## src/rtl/ps2_key_ctrl_pkg.sv

```systemverilog
// Shared definitions for the PS/2 key controller: prefix/error byte values
// and the fetch state encoding used by the FIFO drain sequencer.
package ps2_pkg;

    localparam logic [7:0] PS2_EXT  = 8'hE0;
    localparam logic [7:0] PS2_BRK  = 8'hF0;
    localparam logic [7:0] PS2_ERR0 = 8'h00;
    localparam logic [7:0] PS2_ERR1 = 8'hFF;

    typedef enum logic [1:0] {
        IDLE = 2'd0,
        POP  = 2'd1,
        GAP  = 2'd2
    } fetch_state_t;

    // Bytes that are never key codes and are dropped with an error pulse.
    function automatic logic is_err_byte(input logic [7:0] b);
        return (b == PS2_ERR0) || (b == PS2_ERR1);
    endfunction

endpackage

```

## src/rtl/ps2_key_ctrl_if.sv

```systemverilog
// FIFO-side handshake bundle between ps2_keyboard (master) and the key
// controller (slave): head byte, non-empty flag, overflow and pop strobe.
interface ps2_key_ctrl_if;
    import ps2_pkg::*;

    logic       ready;
    logic [7:0] data;
    logic       overflow;
    logic       nextdata_n;

    modport master (
        output ready,
        output data,
        output overflow,
        input  nextdata_n
    );

    modport slave (
        input  ready,
        input  data,
        input  overflow,
        output nextdata_n
    );

endinterface

```

## src/rtl/ps2_key_ctrl_hold_tracker.sv

```systemverilog
// Held-key tracking and key-press counter for ps2_key_ctrl.
// Optional feature macro: PS2_TYPEMATIC_FILTER_EN -- when defined, a make
// event repeating the currently held key is flagged for suppression.
module ps2_hold_tracker
    import ps2_pkg::*;
#(
    parameter int CNT_W = 8
) (
    input  logic             clk,
    input  logic             rst,
    // candidate event being decoded this cycle (combinational)
    input  logic [7:0]       cand_code,
    input  logic             cand_ext,
    input  logic             cand_brk,
    output logic             suppress,
    // registered event as presented on the controller outputs
    input  logic             ev_valid,
    input  logic [7:0]       ev_code,
    input  logic             ev_ext,
    input  logic             ev_brk,
    output logic             held,
    output logic [7:0]       held_code,
    output logic [CNT_W-1:0] key_count
);

    logic held_ext;
    logic brk_match;

    assign brk_match = held && (ev_code == held_code) && (ev_ext == held_ext);

`ifdef PS2_TYPEMATIC_FILTER_EN
    // A make that repeats the held key is an auto-repeat and is swallowed.
    assign suppress = held && !cand_brk &&
                      (cand_code == held_code) && (cand_ext == held_ext);
`else
    logic unused_cand;
    assign unused_cand = ^{cand_code, cand_ext, cand_brk};
    assign suppress    = 1'b0;
`endif

    // Update held key on makes, release on matching breaks, count makes.
    always_ff @(posedge clk) begin
        if (rst) begin
            held      <= 1'b0;
            held_code <= 8'h00;
            held_ext  <= 1'b0;
            key_count <= '0;
        end else if (ev_valid) begin
            if (!ev_brk) begin
                held      <= 1'b1;
                held_code <= ev_code;
                held_ext  <= ev_ext;
                key_count <= key_count + 1'b1;
            end else if (brk_match) begin
                held      <= 1'b0;
            end
        end
    end

endmodule

```

## src/rtl/ps2_key_ctrl.sv

```systemverilog
// PS/2 key controller: drains scan-code bytes from the ps2_keyboard FIFO,
// folds E0/F0 prefixes into single key events, tracks the held key, counts
// presses and latches FIFO overflow.
// Optional feature macro: PS2_TYPEMATIC_FILTER_EN (typematic repeat filter,
// implemented in ps2_hold_tracker).
module ps2_key_ctrl
    import ps2_pkg::*;
#(
    parameter int CNT_W = 8
) (
    input  logic             clk,
    input  logic             clrn,
    ps2_key_ctrl_if.slave    fifo,
    output logic             ev_valid,
    output logic [7:0]       ev_code,
    output logic             ev_ext,
    output logic             ev_brk,
    output logic             held,
    output logic [7:0]       held_code,
    output logic [CNT_W-1:0] key_count,
    output logic             ovf_sticky,
    output logic             err
);

    fetch_state_t state;
    logic [7:0]   byte_q;
    logic         pre_ext;
    logic         pre_brk;
    logic         nextdata_n;

    logic         byte_is_ext;
    logic         byte_is_brk;
    logic         byte_is_err;
    logic         suppress;

    assign fifo.nextdata_n = nextdata_n;

    // Classify the captured byte; only meaningful while in POP.
    always_comb begin
        byte_is_ext = 1'b0;
        byte_is_brk = 1'b0;
        byte_is_err = 1'b0;
        byte_is_ext = (byte_q == PS2_EXT);
        byte_is_brk = (byte_q == PS2_BRK);
        byte_is_err = is_err_byte(byte_q);
    end

    // Fetch sequencer: capture head byte, pop it for one cycle, then give
    // the FIFO a cycle to refresh ready before looking again.
    always_ff @(posedge clk) begin
        if (clrn) begin
            state      <= IDLE;
            nextdata_n <= 1'b1;
            byte_q     <= 8'h00;
        end else begin
            case (state)
                IDLE: begin
                    nextdata_n <= 1'b1;
                    if (fifo.ready) begin
                        byte_q     <= fifo.data;
                        nextdata_n <= 1'b0;
                        state      <= POP;
                    end
                end
                POP: begin
                    nextdata_n <= 1'b1;
                    state      <= GAP;
                end
                GAP: begin
                    nextdata_n <= 1'b1;
                    state      <= IDLE;
                end
                default: begin
                    nextdata_n <= 1'b1;
                    state      <= IDLE;
                end
            endcase
        end
    end

    // Prefix folding and event/err generation, done once per popped byte.
    always_ff @(posedge clk) begin
        if (clrn) begin
            pre_ext  <= 1'b0;
            pre_brk  <= 1'b0;
            ev_valid <= 1'b0;
            ev_code  <= 8'h00;
            ev_ext   <= 1'b0;
            ev_brk   <= 1'b0;
            err      <= 1'b0;
        end else begin
            ev_valid <= 1'b0;
            err      <= 1'b0;
            if (state == POP) begin
                if (byte_is_ext) begin
                    pre_ext <= 1'b1;
                end else if (byte_is_brk) begin
                    pre_brk <= 1'b1;
                end else if (byte_is_err) begin
                    pre_ext <= 1'b0;
                    pre_brk <= 1'b0;
                    err     <= 1'b1;
                end else begin
                    pre_ext <= 1'b0;
                    pre_brk <= 1'b0;
                    if (!suppress) begin
                        ev_valid <= 1'b1;
                        ev_code  <= byte_q;
                        ev_ext   <= pre_ext;
                        ev_brk   <= pre_brk;
                    end
                end
            end
        end
    end

    // Overflow is latched and only reset clears it.
    always_ff @(posedge clk) begin
        if (clrn) begin
            ovf_sticky <= 1'b0;
        end else if (fifo.overflow) begin
            ovf_sticky <= 1'b1;
        end
    end

    ps2_hold_tracker #(
        .CNT_W (CNT_W)
    ) u_hold (
        .clk       (clk),
        .rst       (clrn),
        .cand_code (byte_q),
        .cand_ext  (pre_ext),
        .cand_brk  (pre_brk),
        .suppress  (suppress),
        .ev_valid  (ev_valid),
        .ev_code   (ev_code),
        .ev_ext    (ev_ext),
        .ev_brk    (ev_brk),
        .held      (held),
        .held_code (held_code),
        .key_count (key_count)
    );

endmodule

```

## src/flat_wrapper.sv

```systemverilog
// flat-port wrapper written by rule: the top's interface ports become plain ports
module ps2_key_ctrl_flat import ps2_pkg::*;
#(
    parameter int CNT_W = 8
)
  (clk, clrn, ev_valid, ev_code, ev_ext, ev_brk, held, held_code, key_count, ovf_sticky, err, fifo_ready, fifo_data, fifo_overflow, fifo_nextdata_n);
  ps2_key_ctrl_if fifo_i ();
  input  logic clk;
  input  logic clrn;
  output logic ev_valid;
  output logic [7:0] ev_code;
  output logic ev_ext;
  output logic ev_brk;
  output logic held;
  output logic [7:0] held_code;
  output logic [CNT_W-1:0] key_count;
  output logic ovf_sticky;
  output logic err;
  input wire logic [$bits(fifo_i.ready)-1:0] fifo_ready;
  input wire logic [$bits(fifo_i.data)-1:0] fifo_data;
  input wire logic [$bits(fifo_i.overflow)-1:0] fifo_overflow;
  output wire logic [$bits(fifo_i.nextdata_n)-1:0] fifo_nextdata_n;
  assign fifo_i.ready = fifo_ready;
  assign fifo_i.data = fifo_data;
  assign fifo_i.overflow = fifo_overflow;
  assign fifo_nextdata_n = fifo_i.nextdata_n;
  ps2_key_ctrl #(.CNT_W(CNT_W)) u_core (.clk(clk), .clrn(clrn), .fifo(fifo_i), .ev_valid(ev_valid), .ev_code(ev_code), .ev_ext(ev_ext), .ev_brk(ev_brk), .held(held), .held_code(held_code), .key_count(key_count), .ovf_sticky(ovf_sticky), .err(err));
endmodule
```

## config.mk

```make
export PLATFORM = sky130hd
export DESIGN_NAME = ps2_key_ctrl_flat
export DESIGN_NICKNAME = d
export VERILOG_FILES = /design/src/rtl/ps2_key_ctrl_pkg.sv /design/src/rtl/ps2_key_ctrl_if.sv /design/src/rtl/ps2_key_ctrl_hold_tracker.sv /design/src/rtl/ps2_key_ctrl.sv /design/src/flat_wrapper.sv
export SDC_FILE = /design/constraint.sdc
export NUM_CORES = 1
export LEC_CHECK = 0
export CAP_MARGIN = 20
export CORE_UTILIZATION = 46
export CTS_BUF_LIST = sky130_fd_sc_hd__clkbuf_4 sky130_fd_sc_hd__clkbuf_8
export CTS_CLUSTER_SIZE = 12
export DETAILED_ROUTE_END_ITERATION = 8
export PLACE_DENSITY = 0.78
export SYNTH_ARGS = -nofsm -noshare
export SYNTH_HDL_FRONTEND = slang
export SYNTH_SLANG_ARGS = --single-unit
export TNS_END_PERCENT = 10
```

## constraint.sdc

```tcl
create_clock -name clk -period 1.15 [get_ports clk]
set_input_delay 0.115 -clock clk [delete_from_list [all_inputs] [get_ports clk]]
set_output_delay 0.115 -clock clk [all_outputs]
set_load 0.02 [all_outputs]
```

==> impl_metrics.toml, run 1 <==
[outcome]
outcome = "finished, violations left"
violations = "setup timing"

[floorplan]
start_util_pct = 48.73
num_rows = 22
die_width_um = 64.98
die_h_um = 64.98
ios = 43
die-area_um2 = 4222
core_region_area_um2 = 3744

[power_and_ir_drop]
ir_drop_v = 0.0008059
power_mw = 2.957
powerDensity_nw_per_um2 = 1111
p_leak_nw = 1.104

[placement]
port_buffers = 42
dpl.cell_count = 315
post-place-ws_ns = -0.2455
postPlaceCellArea_um2 = 2589
gp_congestion = 0.8193
dp_hpwl_mm = 2.840

[timing]
worst_slack_ns = -0.1907
finalSetupViolCount = 11
setup_tns_ns = -1.772
worst_slew_pin_slew_ns = 0.2452
whs_ns = 0.3815
hold_viol = 0
max_slew_margin_pct = 83.63
rsz0062_at_grt = "true"
fin_skew_ns = 0.004410
clock.fmax_mhz = 745.9
period_share_pct = 116.6
post-route-min-period_ns = 1.341
maxSlewViolCount = 0

[global_route]
grt_usage_pct = 20.36
overflow = 0
grt_max_degree = 21
grt_pass1_vias = 1524
grt_first_pass_wirelength_mm = 6.589
antenna_found_initial = 0

[logic_synthesis]
synth_top_area_share_pct = 48.29
synth_fp_nets = 210
synth_edf_count = 0
ys.warnings.count = 0
async_flop_share_pct = 0
synth_cell_type_count = 28
yosysTopAreaCell = "dfxtp_1"
syn_inst = 197
synth_area_um2 = 1824
synthFlopType = "dfxtp_1"
ys_seq_area_share_pct = 48.29
ys_ff_latch = 44
synth.area.top_cells = "dfxtp_1 48%, mux2i_1 9.9%, nand2b_1 7.2%, xnor2_1 5.8%, nand2_1 4.7%"
syn_area_per_cell_um2 = 9.260

[worst_setup_path]
cp_data_arrival_time_ns = 1.57
slowest_stage = "dfxtp_2"
r2r_cells = 5
r2r_slack_ns = -0.19
required_ns = 1.37
cp-end-kind = "flop"
crit_family = "compound AO/OA/AOI/OAI gates"
cpPeakStageDelay_ns = 0.34
crit_type = "reg2reg"
path_max_fanout = 10
reg2reg_from = "u_core.byte_q[3]"
crit_chain = "and3_4 > a41oi_2 > o21a_1 > buf_12 > mux2i_1"
worst-path-buf-inv = 1
crit_path_start_kind = "flop"
r2r_end = "u_core.ev_code[0]"

[detailed_routing]
first_iter_violations = 61
ant_nets = 0
drc_errors = 0
wire_per_inst_um = 12.10
firstDrtPassIters = 4
drt-vias-per-instance = 4.827
drt-total-wl_mm = 3.919
num_vias = 1564

[finish]
antenna_cells = 0
fill_cells = 313
instances_no_fill = 324
nets = 289
syn_to_final_growth_pct = 45.95
mostFrequentLayoutCells = "37 x buf_4, 37 x dfxtp_1, 23 x nand2_1"
post-route-cell-area_um2 = 2663
drive_gt1_share_pct = 25.72
final_util_pct = 71.12

[clock_tree]
numCtsBuffers = 5
cts_root_buf = "clkbuf_8"
cts_buffer_depth = 2
cts.reportedPaths.clkPinSlew_ns = 0.08
clock_insertion_delay_worst_skew_ns = 0.29
clock-sinks = 44
h-tree-depth = 2
cts_tree = "yes"

[worst_hold_path]
hold_class = "in2reg"
hold_path.startpoint = "fifo_overflow"
hold_path_depth = 3
hold_end = "u_core.ovf_sticky"

[job]
maxCapViolCount = 0
[layout make-up]
| class | instances | area [um^2] | area share (%) |
|---|---|---|---|
| multi-input combinational | 142 | 934.6 | 35.10 |
| sequential | 44 | 889.6 | 33.41 |
| timing repair buffer | 82 | 693.2 | 26.03 |
| clock buffer | 6 | 76.32 | 2.867 |
| tap | 48 | 60.06 | 2.256 |
| clock inverter | 1 | 5.005 | 0.1880 |
| inverter | 1 | 3.754 | 0.1410 |
[per-layer routing]
layer | wire length (um) | up-vias | part of all wire (%) | track usage, %
li1 | - | 813 | - | -
met1 | 1857 | 713 | 47 | 24.84
met2 | 1900 | 36 | 48 | 34.38
met3 | 138 | 2 | 3.5 | 5.106
met4 | 23 | 0 | 0.59 | 7.222
met5 | 0 | - | 0 | 0
[power breakdown]
part           switching, mW  internal [mW]
clock                  0.495          0.437
sequential            0.0431           1.57
combinational          0.180          0.233
total                  0.718           2.24
[repair_timing]
item / 4_1_cts / 5_1_grt
resized for setup: 38 / 29
endpoints found under the setup margin: 56 / 51
pin swaps: 1 / 2
buffers inserted: 0 / 2
cloned: 0 / 0
hold buffers: 0 / 0
[worst max path at each step]
| stage | to | from | slack (ns) | cells after the start |
|---|---|---|---|---|
| final | u_core.ev_code[0] | u_core.byte_q[3] | -0.19 | 5 |
| after global routing | u_core.ev_code[2] | u_core.byte_q[6] | -0.27 | 5 |
| after CTS | u_core.ev_ext | u_core.byte_q[6] | -0.18 | 5 |
| after detailed placement | u_core.byte_q[0] | fifo_ready | -0.25 | 5 |
| after global placement | u_core.byte_q[1] | fifo_ready | -0.17 | 5 |
| after floorplan | u_core.ev_brk | u_core.byte_q[3] | -0.10 | 5 |
[registers in the layout, indices dropped and copies added, names as in the netlist, 2 cells and up]
name / flops
u_core.ev_code: 8
u_core.u_hold.held_code: 8
u_core.byte_q: 8
u_core.u_hold.key_count: 8
u_core.state: 2
[worst reg2reg max path: cells and delay by family, from the launching register on]
| family | cells | cell delay (ns) |
|---|---|---|
| AO/OA/AOI/OAI | 2 | 0.40 |
| flip-flops | 1 | 0.34 |
| buffers and inverters | 1 | 0.15 |
| AND/OR/NAND/NOR | 1 | 0.19 |
| multiplexers | 1 | 0.19 |
[cells in the mapped netlist, types with 2 or more instances]
master    count
and3_1        3
nand2_1      23
nor3_1        6
nand3_1       2
a21oi_1      13
buf_2         2
nand2b_1     21
nor2b_1       3
o21a_1        2
xnor2_1      12
xor2_1        3
nand4_1       6
clkbuf_1      6
dfxtp_1      44
nor2_1       21
mux2i_1      18
[cell families (layout without fill, tap and decap cells)]
family	after synthesis	in the layout	share of synthesized area [%]
buf+inv	11	90	2.812
xor+xnor	15	15	7.202
simple gates	90	90	25.58
fa+ha+maj	1	1	0.6858
compound gates	18	18	5.555
flops	44	44	48.29
mux	18	18	9.876
Power figures use the tool's default switching activity.
==> inputs of run 2 (changes only) <==
Settings changed: SKIP_LAST_GASP from default to 1.
==> run 2 against run 1 <==
The run still ends with setup timing left. Global-route usage unchanged. Via count decreased by 0.51%. Utilization increased by 0.60 points. Sequential power about the same. Clock-buffer cell count unchanged. Worst hold slack got worse by 0.0011 ns. Highest routed layer unchanged. First-iteration DRC count increased by 16%. Sequential cell count unchanged. Routed wire length decreased by 3.9%. Non-clock buffer count decreased by 2.
==> impl_metrics.toml, run 2 (synthesis results as in run 1) <==
[detailed_routing]
num_vias = 1556
wire_per_inst_um = 11.70
drt-vias-per-instance = 4.832
ant_nets = 0
top_layer_used = "met4"
dr_wl_met2_mm = 1.778
firstDrtPassIters = 4
drc_errors = 0
first_iter_violations = 71
drt-total-wl_mm = 3.768
drt-met1-wl_mm = 1.798
wl_met3_um = 167

[worst_setup_path]
cp_data_arrival_time_ns = 1.28
crit_family = "buffers and inverters"
cpPeakStageDelay_ns = 0.62
slowest_stage = "clkdlybuf4s50_1"
crit_chain = "clkdlybuf4s50_1"
cp-end-kind = "output pin"
crit_path_start_kind = "flop"
crit_type = "reg2out"
worst-path-buf-inv = 1
path_max_fanout = 3
required_ns = 1.03

[floorplan]
start_util_pct = 48.73
core_region_area_um2 = 3744
die_h_um = 64.98
die_width_um = 64.98
ios = 43
num_rows = 22
die-area_um2 = 4222

[clock_tree]
cts_buffer_depth = 2
h-tree-depth = 2
numCtsBuffers = 5
cts_hold_buf = 0
clock-sinks = 44
cts_tree = "yes"
clock_insertion_delay_worst_skew_ns = 0.29
post-cts-setup-buffers = 0
cts.reportedPaths.clkPinSlew_ns = 0.08
cts_root_buf = "clkbuf_8"

[finish]
nets = 287
fill_cells = 302
ff_latch_area_um2 = 884.6
syn_to_final_growth_pct = 47.19
layout_commonest_cell = "dfxtp_1"
post-route-cell-area_um2 = 2685
multi_input_area_um2 = 909.6
drive_gt1_share_pct = 19.34
antenna_cells = 0
mostFrequentLayoutCells = "41 x dfxtp_1, 36 x buf_4, 29 x clkdlybuf4s50_1"

[timing]
maxSlewViolCount = 0
finalSetupViolCount = 43
rsz0062_at_grt = "true"
worst_slew_pin_slew_ns = 0.3337
post-route-min-period_ns = 1.396
period_share_pct = 121.4
hold_viol = 0
clock.fmax_mhz = 716.2
max_slew_margin_pct = 77.71
fin_skew_ns = 0.002764
worst_slack_ns = -0.2463

[outcome]
violations = "setup timing"
outcome = "finished, violations left"

[global_route]
grt_pass1_vias = 1524
antenna_found_initial = 0
overflow = 0
grt_first_pass_wirelength_mm = 6.589
grt_max_degree = 21
grt_usage_pct = 20.36

[power_and_ir_drop]
ir_drop_v = 0.0008049
powerDensity_nw_per_um2 = 1091
internal_power_mw = 2.226
swShare_pct = 24.05
switchingPower_mw = 0.7048
pwr-share-seq_pct = 54.8
clockPowerShare_pct = 31.8
combPwrFrac_pct = 13.3
p_leak_nw = 1.154

[worst_hold_path]
hold_class = "in2reg"

[job]
maxCapViolCount = 0

[placement]
dp_hpwl_mm = 2.840
postPlaceCellArea_um2 = 2589
port_buffers = 42
gp_congestion = 0.8193
post-place-ws_ns = -0.2455
[run 2: cell count changes in the layout (fill, tap and decap cells not counted), sizes merged]
| cell | change |
|---|---|
| clkdlybuf4s50 | +18 |
| dlygate4sd2 | -11 |
| clkbuf | -8 |
| dlymetal6s2s | +7 |
| clkdlybuf4s15 | -6 |
| buf | -2 |
[run 2: area by class of cell]
type	count	area share, %
Tap cell	48	2.237
Clock inverter	1	0.1864
Timing Repair Buffer	80	27.77
Clock buffer	6	2.842
Sequential cell	44	32.94
Inverter	1	0.1398
Multi-Input combinational cell	142	33.88
[run 2: power groups by stage]
stage | logic, mW | registers [mW] | clock network, mW
floorplan | 0.182 | 1.66 | 0
global placement | 0.389 | 1.64 | 0
detailed placement | 0.394 | 1.64 | 0
CTS | 0.395 | 1.61 | 0.969
global route | 0.426 | 1.61 | 1.02
finish | 0.391 | 1.61 | 0.933
[run 2: repair_timing]
item / 4_1_cts / 5_1_grt
endpoints found under the setup margin: 56 / 70
gates cloned: 0 / 0
gates resized for setup: 10 / 7
endpoints found under the hold margin: 0 / 0
pin swaps: 0 / 0
[run 2: final timing paths]
path,from,end,slack (ns),cells past startpoint
worst min register to register,u_core.u_hold.held_ext,u_core.u_hold.held_ext,0.47,2
worst max-delay path,u_core.ev_code[3],ev_code[3],-0.25,1
worst min-delay path,fifo_overflow,u_core.ovf_sticky,0.38,3
worst max register to register,u_core.byte_q[6],u_core.ev_code[0],-0.19,5
[run 2: through the flow]
step / setup TNS (ns) / total power, mW / instances / hold slack, ns / util (%)
after floorplan: -2.258 / 1.846 / 197 / 0.2308 / -
after global placement: -3.587 / 2.031 / 315 / 0.4511 / 69.15
after detailed placement: -5.014 / 2.038 / 315 / 0.4551 / 69.15
after CTS: -8.537 / 2.971 / 322 / 0.3726 / 71.26
after global routing: -9.727 / 3.061 / 322 / 0.4369 / 71.72
final: -5.907 / 2.931 / 322 / 0.3804 / 71.72
[run 2: worst min-delay path, stage by stage]
cell	delay [ns]
clkdlybuf4s50_1	0.39
nor2_1	0.08
nor2_1	0.04
[run 2: per-layer routing]
layer / vias up / GRT usage, %
li1: 806 / -
met1: 708 / 24.95
met2: 40 / 34.24
met3: 2 / 5.106
met4: 0 / 7.222
met5: - / 0
==> inputs of run 3 (changes only) <==
Settings changed: CORE_MARGIN from default to 4, CORE_UTILIZATION 46 to 51, PLACE_DENSITY 0.78 to 0.82.
Clock period 1.15 ns to 1.4 ns, I/O delays scaled along.
==> run 3 against run 2 <==
The run still ends with setup timing left. Critical endpoint is now key_count[4]. Critical path type unchanged. Combinational power is 23% lower. Critical path depth unchanged. Sequential cell count did not move.
==> impl_metrics.toml, run 3 (synthesis results as in run 1) <==
[power_and_ir_drop]
ir_drop_v = 0.0008223
p_leak_nw = 0.9893
powerDensity_nw_per_um2 = 990.5
power_mw = 2.497

[detailed_routing]
first_iter_violations = 76
firstDrtPassIters = 4
num_vias = 1500
wire_per_inst_um = 12.61
drt-vias-per-instance = 4.967
drt-total-wl_mm = 3.809
ant_nets = 0
drc_errors = 0

[floorplan]
core_region_area_um2 = 3390
num_rows = 21
die_width_um = 67.81
start_util_pct = 53.82
ios = 43
die_h_um = 67.81
die-area_um2 = 4598

[timing]
worst_slew_pin_slew_ns = 0.2556
fin_skew_ns = 0.005508
worst_slack_ns = -0.1705
max_slew_margin_pct = 82.82
hold_viol = 0
clock.fmax_mhz = 636.7
post-route-min-period_ns = 1.571
setup_tns_ns = -2.467
finalSetupViolCount = 25
rsz0062_at_grt = "true"
maxSlewViolCount = 0
period_share_pct = 112.2

[clock_tree]
numCtsBuffers = 5
cts_tree = "yes"
cts_buffer_depth = 2
clock-sinks = 44
clock_insertion_delay_worst_skew_ns = 0.37
cts.reportedPaths.clkPinSlew_ns = 0.12
cts_root_buf = "clkbuf_4"
h-tree-depth = 2
post-cts-setup-buffers = 0

[global_route]
grt_pass1_vias = 1480
overflow = 0
grt_usage_pct = 18.64
grt_max_degree = 31
grt_first_pass_wirelength_mm = 6.348
antenna_found_initial = 0

[worst_setup_path]
crit_path_start_kind = "flop"
cp_data_arrival_time_ns = 1.43
r2r_end = "u_core.ev_brk"
startpoint = "u_core.u_hold.key_count[4]"
worst-path-buf-inv = 1
crit_cells = 1
crit_type = "reg2out"
path_max_fanout = 5
crit_chain = "clkdlybuf4s50_1"
reg2reg_from = "u_core.byte_q[2]"
r2r_cells = 5
crit_family = "buffers and inverters"
slowest_stage = "clkdlybuf4s50_1"
required_ns = 1.26
cp-end-kind = "output pin"
cpPeakStageDelay_ns = 0.63
r2r_slack_ns = 0.02

[finish]
antenna_cells = 0
nets = 268
layout_commonest_cell = "dfxtp_1"
drive_gt1_share_pct = 11.33
mostFrequentLayoutCells = "44 x dfxtp_1, 36 x clkdlybuf4s50_1, 23 x nand2_1"
fill_cells = 248
syn_to_final_growth_pct = 38.20

[worst_hold_path]
hold_class = "in2reg"
hold_path_depth = 3
hold_end = "u_core.ovf_sticky"
hold_path.startpoint = "fifo_overflow"

[placement]
port_buffers = 42
dp_hpwl_mm = 2.827
post-place-ws_ns = -0.006173
gp_congestion = 0.7768

[job]
maxCapViolCount = 0

[outcome]
violations = "setup timing"
outcome = "finished, violations left"
run 3: what timing repair did:
action / 4_1_cts / 5_1_grt
cloned: 0 / 0
gates resized for setup: 3 / 3
setup endpoints to repair: 31 / 38
hold buffers: 0 / 0
run 3: tightest hold or removal path, cell delays in order:
cell	delay, ns
clkdlybuf4s50_1	0.40
nor2_1	0.08
nor2_1	0.04
run 3: layout make-up:
class	count	area [um^2]	share of cell area, %
multi-input cells	142	892.1	35.38
clock buffers	7	65.06	2.581
well taps	46	57.56	2.283
clock inverters	1	30.03	1.191
repair buffers	61	591.8	23.47
inverters	1	3.754	0.1489
flip-flops and latches	44	880.8	34.94
run 3: worst max path at each step:
stage                                  end  slack, ns
after floorplan              u_core.ev_brk       0.11
after global placement    u_core.byte_q[5]       0.04
after detailed placement  u_core.byte_q[0]     -0.006
after CTS                     key_count[3]      -0.18
after global routing            ev_code[6]      -0.21
final                         key_count[4]      -0.17
run 3: power breakdown:
group | switching, mW | internal, mW | total [mW]
registers | 0.0284 | 1.29 | 1.32
logic | 0.138 | 0.165 | 0.303
clock network | 0.404 | 0.474 | 0.878
total | 0.570 | 1.93 | 2.50
run 3: routing by layer:
metal	wire length, um	track usage [%]	vias up
met5	0	0	-
met4	60	8.933	0
met3	206	4.160	7
met2	1864	32.93	34
met1	1677	21.04	684
li1	-	-	775
run 3: stage by stage:
step | util [%] | hold WS (ns) | area (um^2) | std cells
global placement | 71.47 | 0.4537 | 2422 | 294
floorplan | - | 0.2558 | 1824 | 197
global route | 74.38 | 0.3200 | 2521 | 302
finish | 74.38 | 0.3208 | 2521 | 302
CTS | 74.16 | 0.3154 | 2514 | 302
detailed placement | 71.47 | 0.4670 | 2422 | 294
